===== src/rtl/uart_pkg.sv =====
// Shared types and helpers for the UART transmit arbiter slice.
package uart_pkg;

  typedef enum logic [1:0] {
    IDLE      = 2'd0,
    GRANT     = 2'd1,
    WAIT_BUSY = 2'd2,
    WAIT_DONE = 2'd3
  } arb_state_e;

  // Width of a requester index; never narrower than one bit so that a
  // single-requester build still has a legal grant_id port.
  function automatic int id_width(input int n);
    if (n <= 1) begin
      return 1;
    end else begin
      return $clog2(n);
    end
  endfunction

endpackage


===== src/rtl/rr_picker.sv =====
// Round-robin picker: returns the first set bit of valid searching upward
// from ptr with wrap-around, plus a flag saying whether any bit was set.
module rr_picker
  import uart_pkg::*;
#(
  parameter  int N = 4,
  localparam int W = id_width(N)
) (
  input  logic [N-1:0] valid,
  input  logic [W-1:0] ptr,
  output logic [W-1:0] winner,
  output logic         any_valid
);

  logic [W:0]   sum_s;
  logic [W-1:0] idx_s;

  // Walk the N candidates starting at ptr; the first valid one wins.
  always_comb begin
    winner    = '0;
    any_valid = 1'b0;
    sum_s     = '0;
    idx_s     = '0;
    for (int i = 0; i < N; i++) begin
      sum_s = {1'b0, ptr} + (W+1)'(i);
      if (sum_s >= (W+1)'(N)) begin
        sum_s = sum_s - (W+1)'(N);
      end else begin
        sum_s = sum_s;
      end
      idx_s = sum_s[W-1:0];
      if (!any_valid && valid[idx_s]) begin
        winner    = idx_s;
        any_valid = 1'b1;
      end else begin
        any_valid = any_valid;
      end
    end
  end

endmodule


===== src/rtl/uart_tx_arbiter.sv =====
// Shares one unbuffered UART transmitter among NUM_REQ byte streams.
// Round-robin arbitration with packet lock; the grantee keeps the link until
// its last-tagged byte has left the transmitter, or until it stalls too long.
module uart_tx_arbiter
  import uart_pkg::*;
#(
  parameter  int NUM_REQ      = 4,
  parameter  int DATA_BITS    = 8,
  parameter  int STALL_CYCLES = 1000000,
  localparam int ID_W         = id_width(NUM_REQ)
) (
  input  logic                         clk,
  input  logic                         rst,
  input  logic [NUM_REQ-1:0]           req_valid,
  input  logic [NUM_REQ*DATA_BITS-1:0] req_data,
  input  logic [NUM_REQ-1:0]           req_last,
  output logic [NUM_REQ-1:0]           req_ready,
  output logic                         tx_send,
  output logic [DATA_BITS-1:0]         tx_data,
  input  logic                         tx_busy,
  output logic                         grant_valid,
  output logic [ID_W-1:0]              grant_id,
  output logic                         stall_err
);

  localparam int              CNT_W     = $clog2(STALL_CYCLES);
  localparam logic [CNT_W-1:0] STALL_MAX = CNT_W'(STALL_CYCLES - 1);
  localparam logic [ID_W-1:0]  LAST_ID   = ID_W'(NUM_REQ - 1);

  arb_state_e           state_r;
  logic [ID_W-1:0]      ptr_r;
  logic                 last_r;
  logic [CNT_W-1:0]     cnt_r;
  logic [DATA_BITS-1:0] tx_data_r;

  logic [DATA_BITS-1:0] req_byte_s [NUM_REQ];
  logic [DATA_BITS-1:0] grant_byte_s;
  logic                 grant_req_valid_s;
  logic                 grant_req_last_s;
  logic                 accept_s;
  logic [ID_W-1:0]      winner_s;
  logic                 any_valid_s;
  logic [ID_W-1:0]      next_ptr_s;

  for (genvar gi = 0; gi < NUM_REQ; gi++) begin : g_unpack
    assign req_byte_s[gi] = req_data[gi*DATA_BITS +: DATA_BITS];
  end

  assign grant_byte_s      = req_byte_s[grant_id];
  assign grant_req_valid_s = req_valid[grant_id];
  assign grant_req_last_s  = req_last[grant_id];

  // A byte is handed over only in GRANT, with the grantee valid and the transmitter idle.
  assign accept_s = (state_r == GRANT) && grant_req_valid_s && !tx_busy;

  rr_picker #(.N(NUM_REQ)) u_picker (
    .valid     (req_valid),
    .ptr       (ptr_r),
    .winner    (winner_s),
    .any_valid (any_valid_s)
  );

  // Round-robin pointer after releasing the current grantee: one past it, wrapping.
  always_comb begin
    next_ptr_s = '0;
    if (grant_id == LAST_ID) begin
      next_ptr_s = '0;
    end else begin
      next_ptr_s = grant_id + ID_W'(1);
    end
  end

  // Handshake outputs follow the accept condition in the same cycle; tx_data
  // otherwise shows the last byte that was sent.
  always_comb begin
    req_ready = '0;
    tx_send   = accept_s;
    tx_data   = tx_data_r;
    if (accept_s) begin
      req_ready[grant_id] = 1'b1;
      tx_data             = grant_byte_s;
    end else begin
      req_ready = '0;
    end
  end

  // Arbitration FSM: grant, send one byte, wait for the frame, repeat until last or stall.
  always_ff @(posedge clk or posedge rst) begin
    if (rst) begin
      state_r     <= IDLE;
      grant_valid <= 1'b0;
      grant_id    <= '0;
      ptr_r       <= '0;
      last_r      <= 1'b0;
      cnt_r       <= '0;
      tx_data_r   <= '0;
      stall_err   <= 1'b0;
    end else begin
      stall_err <= 1'b0;
      case (state_r)
        IDLE: begin
          if (any_valid_s) begin
            grant_id    <= winner_s;
            grant_valid <= 1'b1;
            cnt_r       <= '0;
            state_r     <= GRANT;
          end
        end
        GRANT: begin
          if (accept_s) begin
            tx_data_r <= grant_byte_s;
            last_r    <= grant_req_last_s;
            cnt_r     <= '0;
            state_r   <= WAIT_BUSY;
          end else if (!grant_req_valid_s) begin
            if (cnt_r == STALL_MAX) begin
              stall_err   <= 1'b1;
              grant_valid <= 1'b0;
              ptr_r       <= next_ptr_s;
              cnt_r       <= '0;
              state_r     <= IDLE;
            end else begin
              cnt_r <= cnt_r + CNT_W'(1);
            end
          end
        end
        WAIT_BUSY: begin
          // The transmitter raises busy one clock after send; wait for it so a
          // byte is never sent twice.
          if (tx_busy) begin
            state_r <= WAIT_DONE;
          end
        end
        WAIT_DONE: begin
          if (!tx_busy) begin
            if (last_r) begin
              grant_valid <= 1'b0;
              ptr_r       <= next_ptr_s;
              state_r     <= IDLE;
            end else begin
              cnt_r   <= '0;
              state_r <= GRANT;
            end
          end
        end
        default: begin
          state_r <= IDLE;
        end
      endcase
    end
  end

endmodule


===== config.mk =====
export PLATFORM = sky130hd
export DESIGN_NAME = uart_tx_arbiter
export DESIGN_NICKNAME = d
export VERILOG_FILES = /design/src/rtl/uart_pkg.sv /design/src/rtl/rr_picker.sv /design/src/rtl/uart_tx_arbiter.sv
export SDC_FILE = /design/constraint.sdc
export NUM_CORES = 1
export LEC_CHECK = 0
export BUFFER_PORTS_ARGS = -buffer_cell sky130_fd_sc_hd__buf_2
export CAP_MARGIN = 30
export CORE_ASPECT_RATIO = 1.2
export CORE_UTILIZATION = 55
export CTS_BUF_LIST = sky130_fd_sc_hd__clkbuf_8
export DETAILED_ROUTE_END_ITERATION = 8
export GPL_ROUTABILITY_DRIVEN = 0
export MAX_ROUTING_LAYER = met4
export PLACE_DENSITY_LB_ADDON = 0.1
export SLEW_MARGIN = 5
export SYNTH_ARGS = -nofsm -noshare
export SYNTH_HDL_FRONTEND = slang
export SYNTH_SLANG_ARGS = --single-unit

===== constraint.sdc =====
create_clock -name clk -period 2.1 [get_ports clk]
set_input_delay 0.21 -clock clk [delete_from_list [all_inputs] [get_ports clk]]
set_output_delay 0.21 -clock clk [all_outputs]
set_load 0.02 [all_outputs]

# Word-level counts from Yosys, hierarchy flattened
# Cells that the tools add are included.
# word_totals
word_cells,127
inputBits,43
register_bits,37
output_inout_bits,17
# classes
n_eq_ne,15
reduce_logical,19
n_bitwise,1
n_mux,64
n_addsub,9
magnitude_cmp,11
# op_table
operator,n
20-bit two-way mux,6
20-bit case mux with 3 select lines,1
2-bit two-way mux,20
8-bit two-way mux,3
1-bit two-way mux,22
20-bit by 1-bit adder with 20-bit output (second input constant),1
20-bit equality test (second input constant),1
8-bit binary-select mux with 2-bit select,1
2-bit by 3-bit less-than comparator with 1-bit output (second input constant),5
2-bit != test (second input constant),7
1-bit binary-select mux with 2-bit select,6
3-bit >= comparator (second input constant),4
5-bit AND reduction,2
2-bit case mux with 4 select lines,1
2-bit by 1-bit subtractor with 2-bit output (second input constant),4
7-bit AND reduction,1
2-bit by 2-bit adder with 3-bit output (second input constant),2
2-bit equality test (second input constant),3
1-bit logical AND,6
6-bit AND reduction,1
1-bit logical NOT,4
4-bit two-way mux,1
2-bit case mux with 2 select lines,1
2-bit AND reduction,2
other kinds (14),14

# Logic depth before layout (Yosys ltp)
# Gate-level depths: netlist of run 1.
# logic_depth
ltp_word,16
depth_mapped,7
depth_no_buf,6

# By module
# Synthesis of run 1 repeated with hierarchy kept, for this count alone.
# hier_totals
cells_unflattened,250
area_unflattened_um2,2328.5
# modules_own_cells
mod,area_each_um2,cells_each,n_inst,seq_area_each_um2
uart_tx_arbiter,2250.9,235,1,925.9
rr_picker,77.6,15,1,0.0

# Worst setup path before layout of run 1
# OpenSTA, ideal clock, no wires.
# synth_path
path_kind,reg2out
start,reg grant_id[1]
end,out tx_data[1]
required_time_ns,1.890
slack_ns,0.068
arrival_time_ns,1.822
stages_incl_launch_ff,8
n_path_buf,1
path_cell_list,dfrtp_1 > mux4_2 > nand2_1 > or2_2 > inv_1 > buf_2 > nand2_1 > nand2_1
# synth_between
elab_chain_cells,5
word_cells_on_any_way,9
cone_classes,mux (6); bitwise (1); reduce/logical (2)
# synth_rtl
element,line,rtl
start: declaration,uart_tx_arbiter.sv:22,"output logic [ID_W-1:0] grant_id,"
start signal: assignment,uart_tx_arbiter.sv:103,grant_id <= winner_s;
1-bit binary-select mux with 2-bit select,uart_tx_arbiter.sv:50,assign grant_req_valid_s = req_valid[grant_id];
1-bit two-way mux (implied by the code),uart_tx_arbiter.sv:50,
1-bit logical AND (2 in series),uart_tx_arbiter.sv:54,assign accept_s = (state_r == GRANT) && grant_req_valid_s && !tx_busy;
named net tx_send,uart_tx_arbiter.sv:18,"output logic tx_send,"
8-bit two-way mux,-,
end: declaration,uart_tx_arbiter.sv:19,"output logic [DATA_BITS-1:0] tx_data,"
# The timed path passes the listed nets, and every way through them passes these cells. The select of a mux whose other input is x is not followed.

# Worst setup path after layout of run 1
# layout_path
start,reg grant_id[1]
end,out req_ready[1]
# layout_between
elab_chain_cells,5
word_cells_on_any_way,10
cone_classes,order compare (2); mux (5); reduce/logical (3)
# layout_rtl
element,line,rtl
"2-bit by 3-bit less-than comparator with 1-bit output (implied by the code), or another cell as far along",uart_tx_arbiter.sv:80,req_ready[grant_id] = 1'b1;
1-bit logical AND (implied by the code) or 1-bit two-way mux (tied branches),"uart_tx_arbiter.sv:80, uart_tx_arbiter.sv:50",
1-bit two-way mux (implied by the code) or 1-bit logical AND (tied branches),"uart_tx_arbiter.sv:80, uart_tx_arbiter.sv:54",
1-bit demux with 2-bit select or 1-bit logical AND (tied branches),"uart_tx_arbiter.sv:80, uart_tx_arbiter.sv:54",
4-bit two-way mux *,uart_tx_arbiter.sv:79,if (accept_s) begin
end: declaration,uart_tx_arbiter.sv:17,"output logic [NUM_REQ-1:0] req_ready,"
# Every way passes the cells marked *; elsewhere a longest branch is shown, timed or not. The select of a mux whose other input is x is not followed.

==> flow_metrics.env, run 1 <==
export IMPL_grt_pass1_wl_mm=8.89
export IMPL_final_util_pct=72.8
export IMPL_hold_ws_ps=13.4
export IMPL_final_setup_worst_slack_ps=-56.6
export IMPL_ant_nets=0
export IMPL_core_um2=4000
export IMPL_pre_cts_ws_ps=70.3
export IMPL_grt_max_degree=38
export IMPL_grt_pass1_vias=2086
export IMPL_crit_type="flip-flop to output pin"
export IMPL_cts_clk_slew_worst_paths_ps=70
export IMPL_rsz0062_at_grt="yes"
export IMPL_drc=0
export IMPL_fmax_mhz=464
export IMPL_hold_class="input port to asynchronous set/reset pin"
export IMPL_synth_edff_count=0
export IMPL_numCtsBuffers=5
export IMPL_cpPeakStageDelay_ps=520
export IMPL_grt_ovfl_total=0
export IMPL_min_period_over_period_pct=103
export IMPL_violations="setup timing"
export IMPL_p_seq_share_pct=29.7
export IMPL_ir_drop_v=0.000862
export IMPL_fp_dieArea_um2=4490
export IMPL_die_width_um=61.3
export IMPL_hold_violations=0
export IMPL_routed_wl_mm=5.61
export IMPL_synth_seq_cells=37
export IMPL_fin_nets=369
export IMPL_antenna_found_initial=0
export IMPL_p_sw_share_pct=42.6
export IMPL_combPwrFrac_pct=55.2
export IMPL_worstPathCellList="mux4_2 > nand2_1 > or2_4 > clkinvlp_4 > and2_1 > buf_2"
export IMPL_async_flop_share_pct=100
export IMPL_die_h_um=73.2
export IMPL_synth_area_um2=2320
export IMPL_ios=60
export IMPL_slew_headroom_pct=54.1
export IMPL_finClkSkew_ps=8.95
export IMPL_synth_cell_types=41
export IMPL_fin_crit_ps=2160
export IMPL_clockBufferDepth=2
export IMPL_initial_core_util_pct=58.0
export IMPL_wl_per_cell_um=15.0
export IMPL_pwr_share_clk_pct=15.1
export IMPL_worstMarginPinSlew_ps=684
export IMPL_dp_final_hpwl_mm=3.91
export IMPL_cts_htree_levels=2
export IMPL_vias=2216
export IMPL_syn_num_nets=297
export IMPL_drtPass1Iterations=4
export IMPL_cts_hold_buf=0
export IMPL_cts_tree="built"
export IMPL_syn_inst=249
export IMPL_diodes=0
export IMPL_synth_flop_cell="dfrtp_1"
export IMPL_viasPerCell=5.91
export IMPL_cp_slowest_cell="mux4_2"
export IMPL_status="complete, but fails checks"
export IMPL_io_buffers=59
export IMPL_powerDensity_nw_per_um2=1150
export IMPL_yosys_warnings=0
export IMPL_setup_violations=12
export IMPL_grtUsageTotal_pct=27.6
export IMPL_required_ps=1890
export IMPL_rows=25
export IMPL_synth_area_per_cell_um2=9.33
export IMPL_intPower_uw=1920
export IMPL_p_sw_uw=1420
export IMPL_drv_slew=0
export IMPL_endpoint_kind="output pin"
export IMPL_clk_latency_ps=290
export IMPL_worst_path_max_fanout=7
export IMPL_maxCapViolations=0
export IMPL_worst_ep_arrival_time_ps=1950
export IMPL_clockRootBuffer="clkbuf_8"
export IMPL_area_growth_pct=25.6
export IMPL_p_leak_uw=0.00142
export IMPL_drive_above_1_share_pct=33.6
export IMPL_start_kind="flip-flop"
export IMPL_drt_iter0_drc=168
export IMPL_ys_seq_area_share_pct=39.9
export IMPL_cts_sinks=37
final timing paths:
kind | from | endpoint | slack (ps) | cells past startpoint
worst max-delay path | grant_id[1] | req_ready[1] | -60 | 6
worst min-delay path | rst | tx_data_r[2] | 10 | 3
worst max register to register | grant_id[1] | cnt_r[3] | 20 | 7
worst min register to register | grant_valid | grant_valid | 470 | 1
max in group asynchronous | rst | tx_data_r[7] | 1750 | 3
min in group clk | tx_busy | state_r[0] | 240 | 2
through the flow:
stage / cells / TNS (ps) / power [µW] / area (µm²)
after global routing: 375 / -1590 / 3560 / 2920
after global placement: 361 / 0 / 2560 / 2700
after floorplan: 249 / 0 / 2180 / 2320
final: 375 / -366 / 3340 / 2920
after CTS: 370 / -168 / 3140 / 2830
after detailed placement: 361 / 0 / 2600 / 2700
metal layers:
metal / routed length (µm) / GRT usage (%) / vias to the layer above / share of wire (%)
li1: - / - / 1070 / -
met1: 2270 / 29.4 / 1080 / 41
met2: 3040 / 49.6 / 60 / 54
met3: 225 / 4.79 / 6 / 4.0
met4: 74 / 9.85 / 0 / 1.3
met5: 0 / - / - / 0
cell usage in the layout, fill, tap and decap left out, types with 4 or more instances in the layout:
master    count
a211oi_1      4
a31oi_1      26
and2_1        6
and3_1        6
and4_1        7
buf_2        54
buf_4        12
buf_6         9
clkbuf_8      6
dfrtp_1      37
ha_1          5
inv_1         7
mux4_2       10
nand2_1      49
nand2_2       6
nand2b_1     11
nand3_1       6
nor2_1       10
o21ai_0      10
repair_timing:
action                                  4_1_cts  5_1_grt
buffers inserted                              1        3
endpoints found under the setup margin       13       28
pin swaps                                     5        5
cloned                                        1        2
gates resized for setup                      10       21
hold endpoints to repair                      0        0
cell usage after synthesis (all sizes together) (4+ instances only):
cell type	number	share of area, %
dfrtp	37	40
nand2b	11	3.0
mux4	10	9.7
nand3	6	1.3
nand2	55	8.9
ha	5	2.7
a211oi	4	1.3
buf	8	2.1
o21ai	12	2.6
and2	8	2.2
and3	6	1.6
nor2	10	1.6
a31oi	26	7.0
inv	7	1.1
nor3	4	0.86
and4	7	2.6
critical path, delay by kind of cell (launching register included):
| kind | cells | cell delay (ps) |
|---|---|---|
| flops | 1 | 390 |
| buf+inv | 2 | 330 |
| mux | 1 | 520 |
| simple gates | 3 | 420 |
flip-flops by register name (all words and copies together) (netlist names), named ones only:
register and cells:
cnt_r 20, tx_data_r 8, grant_id 2, ptr_r 2, grant_valid 1, last_r 1, stall_err 1, state_r 1
power by group through the flow:
stage,Sequential (µW),Clock [µW],Combinational [µW]
6_report,992,505,1850
5_1_grt,1010,533,2020
2_1_floorplan,1010,0,1170
3_5_place_dp,996,0,1600
4_1_cts,984,504,1660
3_3_place_gp,988,0,1570
kinds of logic (layout without fill, tap and decap cells):
| family | after synthesis | in the layout | synth area share (%) |
|---|---|---|---|
| fa+ha+maj | 5 | 5 | 2.69 |
| buf+inv | 18 | 90 | 3.72 |
| mux | 13 | 13 | 11.1 |
| flops | 37 | 37 | 39.9 |
| simple gates | 121 | 121 | 26.8 |
| compound gates | 55 | 55 | 15.8 |
final cells by class:
class                      count  area, µm²
multi-input combinational    194       1340
fill                         326       1090
sequential                    37        926
timing repair buffer          75        462
clock buffer                   6       82.6
tap                           54       67.6
inverter                       7       30.0
timing repair inverter         1       7.51
clock inverter                 1       3.75
Power figures use the tool's default switching activity.
==> run 2: changes to the inputs <==
Settings changed: GPL_TIMING_DRIVEN set to 0.
==> run 2 against run 1 <==
Effect of this change: the flow still finishes with violations (setup timing); global-route usage increased by 2.3 points; clock skew is 1.6 ps lower; critical path depth grew 2; core utilization rose by 1.8 points; cell area increased by 2.5%; non-clock buffer count is 1 lower; sequential power about the same; largest power group unchanged; critical endpoint is now tx_data[4]; sequential share of layout area down 0.74 points; routed wire length is 8.2% higher.
==> flow_metrics.env, run 2 (synthesized netlist as in run 1, its figures left out) <==
export IMPL_worstMarginPinSlew_ps=779
export IMPL_hold_violations=0
export IMPL_diodes=0
export IMPL_drtPass1Iterations=4
export IMPL_routed_wl_mm=6.07
export IMPL_die_width_um=61.3
export IMPL_vias=2236
export IMPL_hold_ws_ps=49.2
export IMPL_min_period_over_period_pct=101
export IMPL_finClkSkew_ps=7.40
export IMPL_dp_cells=362
export IMPL_required_ps=1890
export IMPL_initial_core_util_pct=58.0
export IMPL_antenna_found_initial=0
export IMPL_worst_ep_arrival_time_ps=1910
export IMPL_reg2reg_to="ptr_r[0]"
export IMPL_dp_final_hpwl_mm=4.11
export IMPL_drt_iter0_drc=189
export IMPL_final_common_cell="buf_2"
export IMPL_crit_top_cell="nand2_1"
export IMPL_path_buf_inv=3
export IMPL_setup_violations=6
export IMPL_cts_tree="built"
export IMPL_clockBufferDepth=2
export IMPL_num_fill_cells=302
export IMPL_final_setup_worst_slack_ps=-23.4
export IMPL_cts_htree_levels=2
export IMPL_tns_ps=-111
export IMPL_cp_top_family="multiplexers"
export IMPL_grt_max_degree=38
export IMPL_cts_sinks=37
export IMPL_area_growth_pct=28.8
export IMPL_cts_clk_slew_worst_paths_ps=80
export IMPL_status="complete, but fails checks"
export IMPL_crit_type="flip-flop to output pin"
export IMPL_worstPathCellList="mux4_2 > nand2_1 > or2_4 > inv_4 > buf_8 > nand2_2 > nand2_1 > buf_6"
export IMPL_grt_pass1_wl_mm=9.50
export IMPL_final_cell_mix="buf_2 (49), nand2_1 (41), dfrtp_1 (36), a31oi_1 (26), buf_6 (12)"
export IMPL_cp_slowest_cell="mux4_2"
export IMPL_reg2regPathDepth=5
export IMPL_regMostFlops="cnt_r"
export IMPL_core_um2=4000
export IMPL_clk_latency_ps=290
export IMPL_viasPerCell=5.98
export IMPL_rows=25
export IMPL_clockRootBuffer="clkbuf_8"
export IMPL_cpPeakStageDelay_ps=560
export IMPL_fin_cells=374
export IMPL_start_kind="flip-flop"
export IMPL_crit_start="grant_id[1]"
export IMPL_maxCapViolations=0
export IMPL_cp_endpoint="tx_data[4]"
export IMPL_powerDensity_nw_per_um2=1190
export IMPL_largest_reg_flops=20
export IMPL_fin_crit_ps=2120
export IMPL_drc=0
export IMPL_fin_nets=367
export IMPL_ios=60
export IMPL_drive_above_1_share_pct=36.3
export IMPL_grt_pass1_vias=2143
export IMPL_final_util_pct=74.7
export IMPL_grtUsageTotal_pct=29.9
export IMPL_ir_drop_v=0.000756
export IMPL_drv_slew=0
export IMPL_worst_path_max_fanout=6
export IMPL_io_buffers=59
export IMPL_hold_class="input port to asynchronous set/reset pin"
export IMPL_ant_nets=0
export IMPL_cp_depth=8
export IMPL_largestRegisters="cnt_r: 20 flops, tx_data_r: 8 flops"
export IMPL_fmax_mhz=471
export IMPL_slew_headroom_pct=48.0
export IMPL_grt_ovfl_total=0
export IMPL_pre_cts_ws_ps=-110
export IMPL_rsz0062_at_grt="yes"
export IMPL_violations="setup timing"
export IMPL_die_h_um=73.2
export IMPL_r2r_start="grant_id[1]"
export IMPL_p_leak_uw=0.00146
export IMPL_endpoint_kind="output pin"
export IMPL_fp_dieArea_um2=4490
export IMPL_wl_per_cell_um=16.2
export IMPL_reg2reg_slack_ps=40
export IMPL_numCtsBuffers=5
run 2: changes by cell type in the layout (fill, tap and decap cells not counted), moves of 3 or more:
cell	previous run	this run
nand2_2	6	10
buf_4	12	8
buf_6	9	12
buf_2	54	49
nand2_4	0	4
nand2_1	49	41
run 2: what timing repair did:
action | 4_1_cts | 5_1_grt
gates resized for setup | 23 | 37
setup endpoints to repair | 24 | 26
hold buffers | 0 | 0
setup buffers | 2 | 2
cloned | 1 | 0
pin swaps | 2 | 4
endpoints found under the hold margin | 0 | 0
run 2: through the flow:
step | power (µW) | area (µm²)
after floorplan | 2180 | 2320
final | 3540 | 2990
after global placement | 2600 | 2690
after CTS | 3320 | 2860
after global routing | 3760 | 2990
after detailed placement | 2630 | 2690
run 2: final cells by class:
type,instances,area (µm²),area share [%]
Buffer,10,87.6,2.93
Clock buffer,7,96.3,3.22
Clock inverter,1,5.00,0.167
Inverter,7,28.8,0.962
Multi-Input combinational cell,194,1380,46.1
Sequential cell,37,927,31.0
Tap cell,54,67.6,2.26
Timing Repair Buffer,64,399,13.3
run 2: worst min-delay path by stage:
| stage | slack [ps] | cells past startpoint | start | end |
|---|---|---|---|---|
| global placement | 460 | 1 | grant_valid | grant_valid |
| global route | 130 | 2 | rst | cnt_r[2] |
| detailed placement | 400 | 2 | rst | tx_data_r[2] |
| CTS | 80 | 2 | rst | cnt_r[2] |
| floorplan | 350 | 2 | tx_busy | flip-flop |
| finish | 50 | 2 | rst | cnt_r[4] |
run 2: power by group:
part | switching [µW] | total (µW) | internal [µW]
clock | 263 | 560 | 297
combinational | 1120 | 1980 | 858
sequential | 134 | 1000 | 871
run 2: metal layers:
| metal | up-vias | GRT usage [%] | share of wire [%] |
|---|---|---|---|
| li1 | 1061 | - | - |
| met1 | 1072 | 32.2 | 38 |
| met2 | 90 | 52.2 | 55 |
| met3 | 13 | 5.14 | 5.3 |
| met4 | 0 | 13.4 | 2.2 |
| met5 | - | - | 0 |
